## src/rtl/arb_pkg.sv

```systemverilog
// Shared types for the memory-bus arbiter: FSM states, owner tags and
// arbitration-policy selectors.
package arb_pkg;
  typedef enum logic [1:0] {IDLE, REQ, RESP} state_e;
  typedef enum logic {OWN_IFU, OWN_LSU} owner_e;

  localparam int ARB_FIXED_LSU   = 0;
  localparam int ARB_ROUND_ROBIN = 1;
endpackage

```

## src/rtl/arb_watchdog.sv

```systemverilog
// Saturating cycle counter with clear/enable; expired holds while the count
// sits at LIMIT. LIMIT = 0 disables it (expired tied low).
module arb_watchdog #(
  parameter int LIMIT = 255
) (
  input  logic clock,
  input  logic reset,
  input  logic clear,
  input  logic enable,
  output logic expired
);
  localparam int W = (LIMIT > 0) ? $clog2(LIMIT + 1) : 1;

  generate
    if (LIMIT == 0) begin : g_off
      assign expired = 1'b0;
    end else begin : g_on
      localparam logic [W-1:0] MAX = W'(LIMIT);
      logic [W-1:0] cnt;

      always_ff @(posedge clock or negedge reset) begin
        if (!reset)                    cnt <= '0;
        else if (clear)                cnt <= '0;
        else if (enable && cnt != MAX) cnt <= cnt + W'(1);
      end

      assign expired = (cnt == MAX);
    end
  endgenerate
endmodule

```

## src/rtl/mem_arbiter.sv

```systemverilog
// Two-master (IFU/LSU) arbiter onto a single memory bus port, one outstanding
// transaction, with a watchdog that turns a hung bus into an error response.
module mem_arbiter
  import arb_pkg::*;
#(
  parameter int ADDR_W         = 32,
  parameter int DATA_W         = 32,
  parameter int ARB_MODE       = 0,
  parameter int TIMEOUT_CYCLES = 255
) (
  input  logic                clock,
  input  logic                reset,
  input  logic                ifu_reqValid,
  input  logic [ADDR_W-1:0]   ifu_addr,
  output logic                ifu_reqReady,
  output logic                ifu_respValid,
  output logic [DATA_W-1:0]   ifu_rdata,
  output logic                ifu_err,
  input  logic                lsu_reqValid,
  input  logic                lsu_wen,
  input  logic [ADDR_W-1:0]   lsu_addr,
  input  logic [DATA_W-1:0]   lsu_wdata,
  input  logic [DATA_W/8-1:0] lsu_wmask,
  output logic                lsu_reqReady,
  output logic                lsu_respValid,
  output logic [DATA_W-1:0]   lsu_rdata,
  output logic                lsu_err,
  output logic                mem_reqValid,
  input  logic                mem_reqReady,
  output logic                mem_wen,
  output logic [ADDR_W-1:0]   mem_addr,
  output logic [DATA_W-1:0]   mem_wdata,
  output logic [DATA_W/8-1:0] mem_wmask,
  input  logic                mem_respValid,
  input  logic [DATA_W-1:0]   mem_rdata,
  input  logic                mem_err
);
  state_e state;
  owner_e owner, last_grant;
  logic   grant_ifu, grant_lsu;
  logic   expired, timeout, resp_fire, done;

  // Grant depends only on requests and registered state; reset gating keeps
  // reqReady low while reset is held even though state already reads IDLE.
  always_comb begin
    grant_ifu = 1'b0;
    grant_lsu = 1'b0;
    if (state == IDLE && reset) begin
      if (ifu_reqValid && lsu_reqValid) begin
        if (ARB_MODE == ARB_ROUND_ROBIN && last_grant == OWN_LSU) grant_ifu = 1'b1;
        else                                                      grant_lsu = 1'b1;
      end else begin
        grant_ifu = ifu_reqValid;
        grant_lsu = lsu_reqValid;
      end
    end
  end

  arb_watchdog #(.LIMIT(TIMEOUT_CYCLES)) u_wdog (
    .clock   (clock),
    .reset   (reset),
    .clear   (state == IDLE),
    .enable  (state != IDLE),
    .expired (expired)
  );

  // A handshake landing on the expiry cycle wins over the timeout.
  assign timeout   = expired && ((state == REQ && !mem_reqReady) ||
                                 (state == RESP && !mem_respValid));
  assign resp_fire = (state == RESP) && mem_respValid;
  assign done      = resp_fire || timeout;

  assign ifu_reqReady  = grant_ifu;
  assign lsu_reqReady  = grant_lsu;
  assign mem_reqValid  = (state == REQ);

  assign ifu_respValid = done && owner == OWN_IFU;
  assign ifu_rdata     = (resp_fire && owner == OWN_IFU) ? mem_rdata : '0;
  assign ifu_err       = ifu_respValid && (timeout || mem_err);
  assign lsu_respValid = done && owner == OWN_LSU;
  assign lsu_rdata     = (resp_fire && owner == OWN_LSU) ? mem_rdata : '0;
  assign lsu_err       = lsu_respValid && (timeout || mem_err);

  always_ff @(posedge clock or negedge reset) begin
    if (!reset) begin
      state      <= IDLE;
      owner      <= OWN_IFU;
      last_grant <= OWN_IFU;
      mem_wen    <= 1'b0;
      mem_addr   <= '0;
      mem_wdata  <= '0;
      mem_wmask  <= '0;
    end else begin
      case (state)
        IDLE: if (grant_ifu || grant_lsu) begin
          owner      <= grant_lsu ? OWN_LSU : OWN_IFU;
          last_grant <= grant_lsu ? OWN_LSU : OWN_IFU;
          mem_wen    <= grant_lsu && lsu_wen;
          mem_addr   <= grant_lsu ? lsu_addr : ifu_addr;
          mem_wdata  <= grant_lsu ? lsu_wdata : '0;
          mem_wmask  <= grant_lsu ? lsu_wmask : '0;
          state      <= REQ;
        end
        REQ: begin
          if (mem_reqReady) state <= RESP;
          else if (timeout) state <= IDLE;
        end
        RESP: if (done) state <= IDLE;
        default: state <= IDLE;
      endcase
    end
  end
endmodule
```

## config.mk

```make
export PLATFORM = sky130hd
export DESIGN_NAME = mem_arbiter
export DESIGN_NICKNAME = d
export VERILOG_FILES = /design/src/rtl/arb_pkg.sv /design/src/rtl/arb_watchdog.sv /design/src/rtl/mem_arbiter.sv
export SDC_FILE = /design/constraint.sdc
export NUM_CORES = 1
export LEC_CHECK = 0
export BUFFER_PORTS_ARGS = -buffer_cell sky130_fd_sc_hd__buf_2
export CORE_AREA = 4 4 106 108
export DETAILED_ROUTE_END_ITERATION = 10
export DIE_AREA = 0 0 110 112
export PLACE_DENSITY = 0.76
export SLEW_MARGIN = 40
export SYNTH_ARGS = -nofsm -noshare
export SYNTH_HDL_FRONTEND = slang
export SYNTH_HIERARCHICAL = 1
export SYNTH_SLANG_ARGS = --single-unit
```

## constraint.sdc

```tcl
create_clock -name clock -period 3.5 [get_ports clock]
set_input_delay 0.7 -clock clock [delete_from_list [all_inputs] [get_ports clock]]
set_output_delay 0.7 -clock clock [all_outputs]
set_load 0.02 [all_outputs]
```

# Yosys cells after proc, flatten, opt, wreduce, memory -nomap -nowiden
# Cells that the tools add are included.
op_classes:
  add_sub_neg: 1
  eq_ne: 7
  n_mux: 17
  bitwise: 1
  reduce_logical: 25
ops:
  columns: ["op", "count"]
  rows:
  - ["32-bit 2-to-1 mux", 4]
  - ["8-bit 2-to-1 mux", 2]
  - ["1-bit logical AND", 14]
  - ["8-bit by 1-bit adder with 8-bit output, second input constant", 1]
  - ["8-bit == test, second input constant", 1]
  - ["2-bit 2-to-1 mux", 4]
  - ["8-bit != test, second input constant", 1]
  - ["2-bit case mux with 3 select lines", 1]
  - ["1-bit 2-to-1 mux", 5]
  - ["1-bit logical OR", 4]
  - ["4-bit 2-to-1 mux", 1]
  - ["2-bit != test, second input constant", 2]
  - ["2-bit nonzero test", 2]
  - ["3-bit by 1-bit != test with 1-bit output, second input constant", 1]
  - ["3-bit AND reduction", 1]
  - ["2-bit by 1-bit == test with 1-bit output, second input constant", 1]
  - ["2-bit == test, second input constant", 1]
  - ["1-bit zero test", 2]
  - ["2-bit zero test", 1]
  - ["2-bit AND reduction", 1]
  - ["1-bit inverter", 1]
word_totals:
  regBits: 80
  in_bits: 140
  out_inout_bits: 140
  elab_cells: 58

# Logic depth before layout (Yosys ltp)
# Gate-level depths: netlist (run 1).
depth:
  word_depth: 7
  ltp_mapped: 6
  depth_no_buf: 6

# Modules after synthesis
# The synthesis (run 1) kept the hierarchy.
by_module_without_submodules:
  columns: ["module", "instances", "cells_per_inst", "area_per_inst_um2", "seq_area_each_um2"]
  rows:
  - ["mem_arbiter", 1, 296, 3537.1, 1801.7]
  - ["arb_watchdog", 1, 47, 469.2, 200.2]

# Worst setup path before layout (run 1)
# OpenSTA, ideal clock, no wires.
synth_timing:
  kind: "register to output"
  start: "register u_wdog.g_on.cnt[0]"
  end: "output port lsu_err"
  arrival_time_ns: 1.734
  required_time_ns: 2.800
  slack_ns: 1.066
  path_stages_with_launch: 7
  path_buffers: 0
  cell_sequence: "dfrtp_1 > ha_1 > and4_4 > and2_2 > mux2_2 > nand2_1 > a21boi_0"
synth_between:
  elab_chain_len: 5
  word_cells_on_any_way: 6
  classes_between: "eq/ne: 1; reduce/logical: 5"
synth_lines:
  columns: ["item", "line_no", "text"]
  rows:
  - ["start, declared", "arb_watchdog.sv:19", "logic [W-1:0] cnt;"]
  - ["start signal, assigned", "arb_watchdog.sv:24", "else if (enable && cnt != MAX) cnt <= cnt + W'(1);"]
  - ["8-bit == test *", "arb_watchdog.sv:27", "assign expired = (cnt == MAX);"]
  - ["net expired", "mem_arbiter.sv:41", "logic expired, timeout, resp_fire, done;"]
  - ["1-bit logical AND *", "mem_arbiter.sv:68", "assign timeout = expired && ((state == REQ && !mem_reqReady) ||"]
  - ["1-bit logical OR", "mem_arbiter.sv:71", "assign done = resp_fire || timeout;"]
  - ["1-bit logical AND", "mem_arbiter.sv:80", "assign lsu_respValid = done && owner == OWN_LSU;"]
  - ["1-bit logical AND *", "mem_arbiter.sv:82", "assign lsu_err = lsu_respValid && (timeout || mem_err);"]
  - ["end, declared", "mem_arbiter.sv:27", "output logic lsu_err,"]
# The timed path passes the listed nets; every way through them passes the cells marked *.

# Worst setup path in the final report (run 1)
layout_timing:
  start: "register state[1]"
  end: "output port ifu_rdata[10]"
layout_between:
  elab_chain_len: 4
layout_lines:
  columns: ["item", "line_no", "text"]
  rows:
  - ["start, declared", "mem_arbiter.sv:38", "state_e state;"]
  - ["start signal, assigned", "mem_arbiter.sv:86", "state <= IDLE;"]
  - ["start signal, assigned", "mem_arbiter.sv:102", "state <= REQ;"]
  - ["start signal, assigned", "mem_arbiter.sv:105", "if (mem_reqReady) state <= RESP;"]
  - ["2-bit == test", "mem_arbiter.sv:70", "assign resp_fire = (state == RESP) && mem_respValid;"]
  - ["1-bit logical AND", "mem_arbiter.sv:70", null]
  - ["1-bit logical AND", "mem_arbiter.sv:78", "assign ifu_rdata = (resp_fire && owner == OWN_IFU) ? mem_rdata : '0;"]
  - ["32-bit 2-to-1 mux", "mem_arbiter.sv:78", null]
  - ["end, declared", "mem_arbiter.sv:17", "output logic [DATA_W-1:0] ifu_rdata,"]
# No other way between the ends.

==> results.md, run 1 <==
* Hold crit path type: in2async
* Design Area, Final at 0.005736 mm^2
* Die height at 112 um
* Rows at 37
* M1 GR Usage at 25.26%
* Critical Path RT at 2800 ps
* Sink Count at 80
* Core Area at 0.01023 mm^2
* Die footprint at 0.01232 mm^2
* Post-synth EDFFs at 0
* GRT Util Overall at 20.02%
* CTS tree: built
* DR iter-0 viols at 253
* Sequential cell area at 0.002002 mm^2
* Post-route ant nets at 0
* Power Internal at 2.760 mW
* Vias at 3,943
* Worst Setup End Kind: output port
* Post-synth cell types at 43
* Final worst slack at 525.1 ps
* Filler Cell Count at 928
* Routed len/inst at 17.70 um
* Critical path arrival at 2270 ps
* DR DRC count at 0
* Worst setup SP type: flop
* Seq cells post-synth at 80
* Clk pin slew, worst setup/hold paths at 90 ps
* Post-route minimum period at 2975 ps
* Outcome: finished, final reports clean
* Mux cell area share after synthesis at 1.187%
* Initial Util at 39.16%
* Highest clock rate at 336.1 MHz
* M2 GR Usage at 34.26%
* Mean Syn Cell Area at 11.68 um^2
* Layout area overhead at 43.16%
* WHS at 498.4 ps
* Worst-Margin Slew at 784.6 ps
* Die Wd at 110 um
* Synth Area in Compound Gates at 28.45%
* Final hold vios at 0
* Finished Layout Cells at 748
* Sequential area share after synthesis at 49.97%
* Worst-case clock buffer depth at 2
* GP Congestion at 0.7875
* FF-to-FF setup slack at 1520 ps
* Pre-antenna DRT Iters at 4
* Fin crit share at 85.00%
* Adder-cell share of the synthesized area at 0.3123%
* Antenna Diode Count at 0
* Ports at 280
* Reg-to-reg endpoint: u_wdog/g_on.cnt[5]
* Setup Buffers After CTS at 0
* Main combinational cell family by area after synthesis: compound AO/OA/AOI/OAI gates
* Pre-CTS setup slack at 883.2 ps
* Synth Instances at 343
* Sw power at 1.930 mW
* Worst vdd ir at 0.0003741 V
* CP max FO at 32
* Commonest cells in the netlist: dfrtp_1 (80), and2_1 (64), a22o_1 (38)
* CTS Root Cell: clkbuf_8
* PostCTS Resize Cnt at 0
* PortBufs at 279
* Top-count cell post-synth: dfrtp_1
* Area share of the largest cell type after synthesis at 49.97%
* Reg2Reg Launch Point: state[1]
* Multi-input logic area at 0.001841 mm^2
* Share of power burned in combinational logic at 46.6%
* TNS Setup at 0 ps
* Cts bufs inserted at 9
* Worst setup path class: reg2out
* Seq pwr share at 35.1%
* Final net count at 748
* Vias per cell at 5.271
* RSZ-0062 raised after global routing: no
* GR peak layer: met2
* Global-route wire length before repair at 19,750 um
* Reg2Reg Depth at 5
* Final Max Tran Viols at 0
* Cell taking the most area after synthesis: dfrtp_1
* Simple-Gate Fraction of Synth Area at 15.80%
* MaxCap Viol Count at 0
* CP Cell Sequence: nor2b_1 -> and3b_1 -> and2_1 -> buf_2
* Ys flop type: dfrtp_1
* Async SR Flop Fraction at 100.0%
* Grt ovf at 0
* Largest cells by area after synthesis: dfrtp_1 (50%), and2_1 (10%), o221a_2 (9.0%), a22o_1 (8.3%), o32a_1 (8.0%)
* Critical Path Max Stage Delay at 720 ps
* PwrDens at 817.6 mW/mm^2
* Final setup viols at 0
* Setup Skew at 15.02 ps
* Clk Latency, worst-skew pair at 350 ps
* P_leak at 3.053 nW
* Antenna violations before repair at 0
* Cell Area, Placed at 0.005478 mm^2
* Detailed Place HPWL at 9892 um
* Grt met3 use at 3.884%
* Clock network power share at 18.3%
* Layout cells sized above 1 at 56.54%
* Post-Synth XOR/XNOR Area at 0%
* Pin count of the biggest net entering global routing at 81
* Syn_nets at 484
* Placed cell count at 732
* H-tree depth at 3
* Yosys Warn Count at 6
* Number of buffers inserted by hold repair at cts at 0
* Routed wire length at 13,240 um
* Worst slew margin at 47.69%
* Slowest cell on the critical path: and3b_1
* Vias in the first global route at 3,889
* Switching Share at 41.15%
* Mapped Area at 0.004006 mm^2
state kept, by name, summed over array words and instances, names as in the netlist:
signal           count
mem_wen              1
mem_wmask            4
state                2
u_wdog/g_on.cnt      8
mem_addr            32
owner                1
mem_wdata           32
layout by cell type, fill, tap and decap left out, drive strengths merged, types with 4 or more instances in the layout:
| master | n |
|---|---|
| a211oi | 4 |
| and2 | 65 |
| a21oi | 6 |
| buf | 286 |
| nor2b | 4 |
| clkbuf | 9 |
| dfrtp | 80 |
| inv | 7 |
| o221a | 32 |
| a22o | 38 |
| nand2 | 6 |
| o32a | 32 |
| nor2 | 4 |
metal layers:
| metal | routed length [um] | up-vias |
|---|---|---|
| li1 | - | 1858 |
| met1 | 5293 | 1896 |
| met2 | 6664 | 172 |
| met3 | 1098 | 17 |
| met4 | 180 | 0 |
| met5 | 0 | - |
worst max-delay path by stage:
stage	depth (start not counted)	slack, ps	end	startpoint
after detailed placement	4	880	ifu_rdata[10]	mem_respValid
after CTS	4	520	ifu_rdata[10]	state[1]
after global routing	4	350	ifu_rdata[10]	state[1]
after floorplan	6	1070	lsu_err	u_wdog/g_on.cnt[0]
after global placement	4	960	ifu_rdata[10]	mem_respValid
final	4	530	ifu_rdata[10]	state[1]
kinds of logic after synthesis:
logic type	count (synthesis)
muxes	4
buffers and inverters	36
DFF	80
and+or+nand+nor	101
AOI/OAI and AO/OA	121
adders and majority gates	1
power groups by stage:
stage               sequential, mW  clock [mW]  combinational, mW
floorplan                     2.11           0              0.973
global placement              1.63           0               2.17
detailed placement            1.65           0               2.21
CTS                           1.65       0.878               2.21
global route                  1.70       0.922               2.34
finish                        1.65       0.860               2.18
worst max-delay path, delay by kind of cell, from the launching register on:
| family | cells | cell delay, ps |
|---|---|---|
| AND/OR/NAND/NOR | 3 | 1270 |
| flip-flops | 1 | 480 |
| buffers and inverters | 1 | 180 |
layout make-up:
| cell class | count | share of cell area, % |
|---|---|---|
| Clock inverter | 7 | 2.312 |
| Sequential cell | 80 | 34.90 |
| Inverter | 3 | 0.1963 |
| Timing Repair Buffer | 286 | 25.37 |
| Tap cell | 136 | 2.967 |
| Multi-Input combinational cell | 227 | 32.09 |
| Clock buffer | 9 | 2.160 |
metrics by stage:
stage	power, mW	utilization (%)
6_report	4.690	56.06
5_1_grt	4.958	56.06
4_1_cts	4.736	56.05
3_5_place_dp	3.863	53.54
3_3_place_gp	3.801	53.50
2_1_floorplan	3.084	-
No activity file was read; power rests on OpenSTA's default activity.
==> inputs of run 2 (changes only) <==
CORE_AREA = not set   (was 4 4 106 108)
CORE_ASPECT_RATIO = 1.75   (was not set)
CORE_MARGIN = 4   (was not set)
CORE_UTILIZATION = 38   (was not set)
DIE_AREA = not set   (was 0 0 110 112)
PLACE_DENSITY = 0.78   (was 0.76)
clock period = 2.68 ns   (was 3.5 ns; I/O delays follow)
==> results.md, run 2 (same netlist as run 1, synthesis figures left out) <==
* Outcome: finished, final reports clean
* PortBufs at 279 (unchanged)
* Reg2Reg Launch Point: state[1]
* Worst-Margin Slew at 715.8 ps (-68.86 ps)
* Grt met3 use at 6.254% (+2.4 points)
* Critical path arrival at 2000 ps (-270 ps)
* P_leak at 3.084 nW (+1.0%)
* Hold crit path type: in2async
* CP max FO at 6 (-81%)
* Worst setup SP type: flop
* M1 GR Usage at 21.53% (-3.7 points)
* Design Area, Final at 0.005784 mm^2 (+0.85%)
* Clk pin slew, worst setup/hold paths at 60 ps (-30 ps)
* Final Max Tran Viols at 0 (unchanged)
* Cell Area, Placed at 0.005497 mm^2 (+0.34%)
* M2 GR Usage at 38.40% (+4.1 points)
* Critical Path Max Stage Delay at 400 ps (-320 ps)
* Vias at 4,014 (+1.8%)
* Highest clock rate at 393.5 MHz
* Number of buffers inserted by hold repair at cts at 0 (unchanged)
* Setup Skew at 7.477 ps (-7.546 ps)
* Worst Setup End Kind: output port
* Worst slew margin at 52.28% (+4.6 points)
* Antenna Diode Count at 0 (unchanged)
* Most common cell after layout, fill and taps aside: buf_2
* Pre-antenna DRT Iters at 4 (unchanged)
* DR DRC count at 0 (unchanged)
* Grt ovf at 0 (unchanged)
* GR peak layer: met2
* GRT Util Overall at 20.80% (+0.78 points)
* Delay-heaviest family, CP: simple AND/OR/NAND/NOR gates
* Die footprint at 0.01231 mm^2 (about the same)
* CTS Root Cell: clkbuf_16
* Worst setup path class: reg2out
* Final hold vios at 0 (unchanged)
* Most frequent cells in the layout: buf_2 (278), dfrtp_1 (80), and2_1 (64), a22o_1 (38)
* Layout area overhead at 44.38%
* TNS Setup at 0 ps (unchanged)
* Critical Path RT at 2140 ps (-660 ps)
* Post-route ant nets at 0 (unchanged)
* Reg-to-reg endpoint: mem_addr[17]
* Antenna violations before repair at 3 (+3)
* CP Cell Sequence: ha_2 -> and4_4 -> and2_2 -> mux2_2 -> nand2_1 -> a21boi_0 -> buf_2
* Placed cell count at 727 (-0.68%)
* Global-route wire length before repair at 20,180 um (+2.1%)
* Routed wire length at 13,190 um (-0.33%)
* Post-route minimum period at 2541 ps
* Crit path launch: u_wdog/g_on.cnt[0]
* H-tree depth at 3 (unchanged)
* DR iter-0 viols at 197 (-22%)
* Fin crit share at 94.81%
* Sequential cell area at 0.002002 mm^2 (unchanged)
* Vias in the first global route at 4,063 (+4.5%)
* Slowest cell on the critical path: dfrtp_1
* Clk Latency, worst-skew pair at 330 ps (-20 ps)
* Vias per cell at 5.402 (+2.5%)
* Layout cells sized above 1 at 56.82% (+0.28 points)
* RSZ-0062 raised after global routing: no
* Cts bufs inserted at 9 (unchanged)
* Detailed Place HPWL at 10,270 um (+3.8%)
* MaxCap Viol Count at 0 (unchanged)
* Initial Util at 38.90% (-0.26 points)
* PwrDens at 1078 mW/mm^2 (+32%)
* Pin count of the biggest net entering global routing at 81 (unchanged)
* CTS tree: built
* Worst-case clock buffer depth at 2 (unchanged)
* Ports at 280 (unchanged)
* Filler Cell Count at 926 (-0.22%)
* Die height at 143.8 um (+28%)
* Post-layout util at 56.16% (+0.099 points)
* Finished Layout Cells at 743 (-0.67%)
* GP Congestion at 0.8684 (+10%)
* Die Wd at 85.62 um (-22%)
* Multi-input logic area at 0.001842 mm^2 (about the same)
* FF-to-FF setup slack at 740 ps (-780 ps)
* Reg2Reg Depth at 4 (-1)
* Final setup viols at 0 (unchanged)
* Routed len/inst at 17.76 um (+0.34%)
* Largest registers: mem_addr (32), mem_wdata (32), u_wdog/g_on.cnt (8)
* Sink Count at 80 (unchanged)
* Worst vdd ir at 0.0006048 V (+62%)
* Final net count at 752 (+0.53%)
* Core Area at 0.01030 mm^2 (+0.67%)
* Rows at 49 (+32%)
* Crit path buf inv count at 1 (unchanged)
## run 2: cell count changes in the layout (fill, tap and decap cells not counted), sizes merged
cell | previous run | this run
clkinv | 0 | 2
inv | 7 | 8
bufinv | 3 | 0
buf | 286 | 290
## run 2: cell type report
class	count	share of cell area [%]
Sequential cell	80	34.61
Tap cell	127	2.747
Clock buffer	9	3.894
Timing Repair Buffer	290	25.68
Multi-Input combinational cell	227	31.84
Inverter	3	0.1947
Clock inverter	7	1.038
## run 2: what timing repair did
item                       4_1_cts  5_1_grt
gates resized for setup          0        1
buffers inserted                 0        0
setup endpoints to repair        0        2
## run 2: worst max-delay path by stage
stage                                to  slack, ps  depth (start not counted)
final                           lsu_err        140                          7
after global routing      ifu_rdata[15]         20                          5
after CTS                       lsu_err         90                          7
after detailed placement        lsu_err        460                          7
after global placement          lsu_err        510                          7
after floorplan                 lsu_err        410                          6
## run 2: stage by stage
stage	total power, mW	setup WS [ps]	hold WS (ps)
3_5_place_dp	5.096	463.1	475.8
5_1_grt	6.603	17.00	409.9
2_1_floorplan	4.028	409.8	240.4
3_3_place_gp	5.025	506.8	478.7
4_1_cts	6.303	88.36	379.8
6_report	6.233	139.0	330.3
## run 2: power by group
group          switching [mW]  internal [mW]  total [mW]
Clock                   0.522          0.647        1.17
Combinational            1.66           1.23        2.90
Sequential              0.410           1.76        2.17
## run 2: routing by layer
metal / vias to the layer above / share of wire, %
li1: 1867 / -
met1: 1897 / 34
met2: 215 / 53
met3: 29 / 9.9
met4: 6 / 2.5
met5: - / 0.41
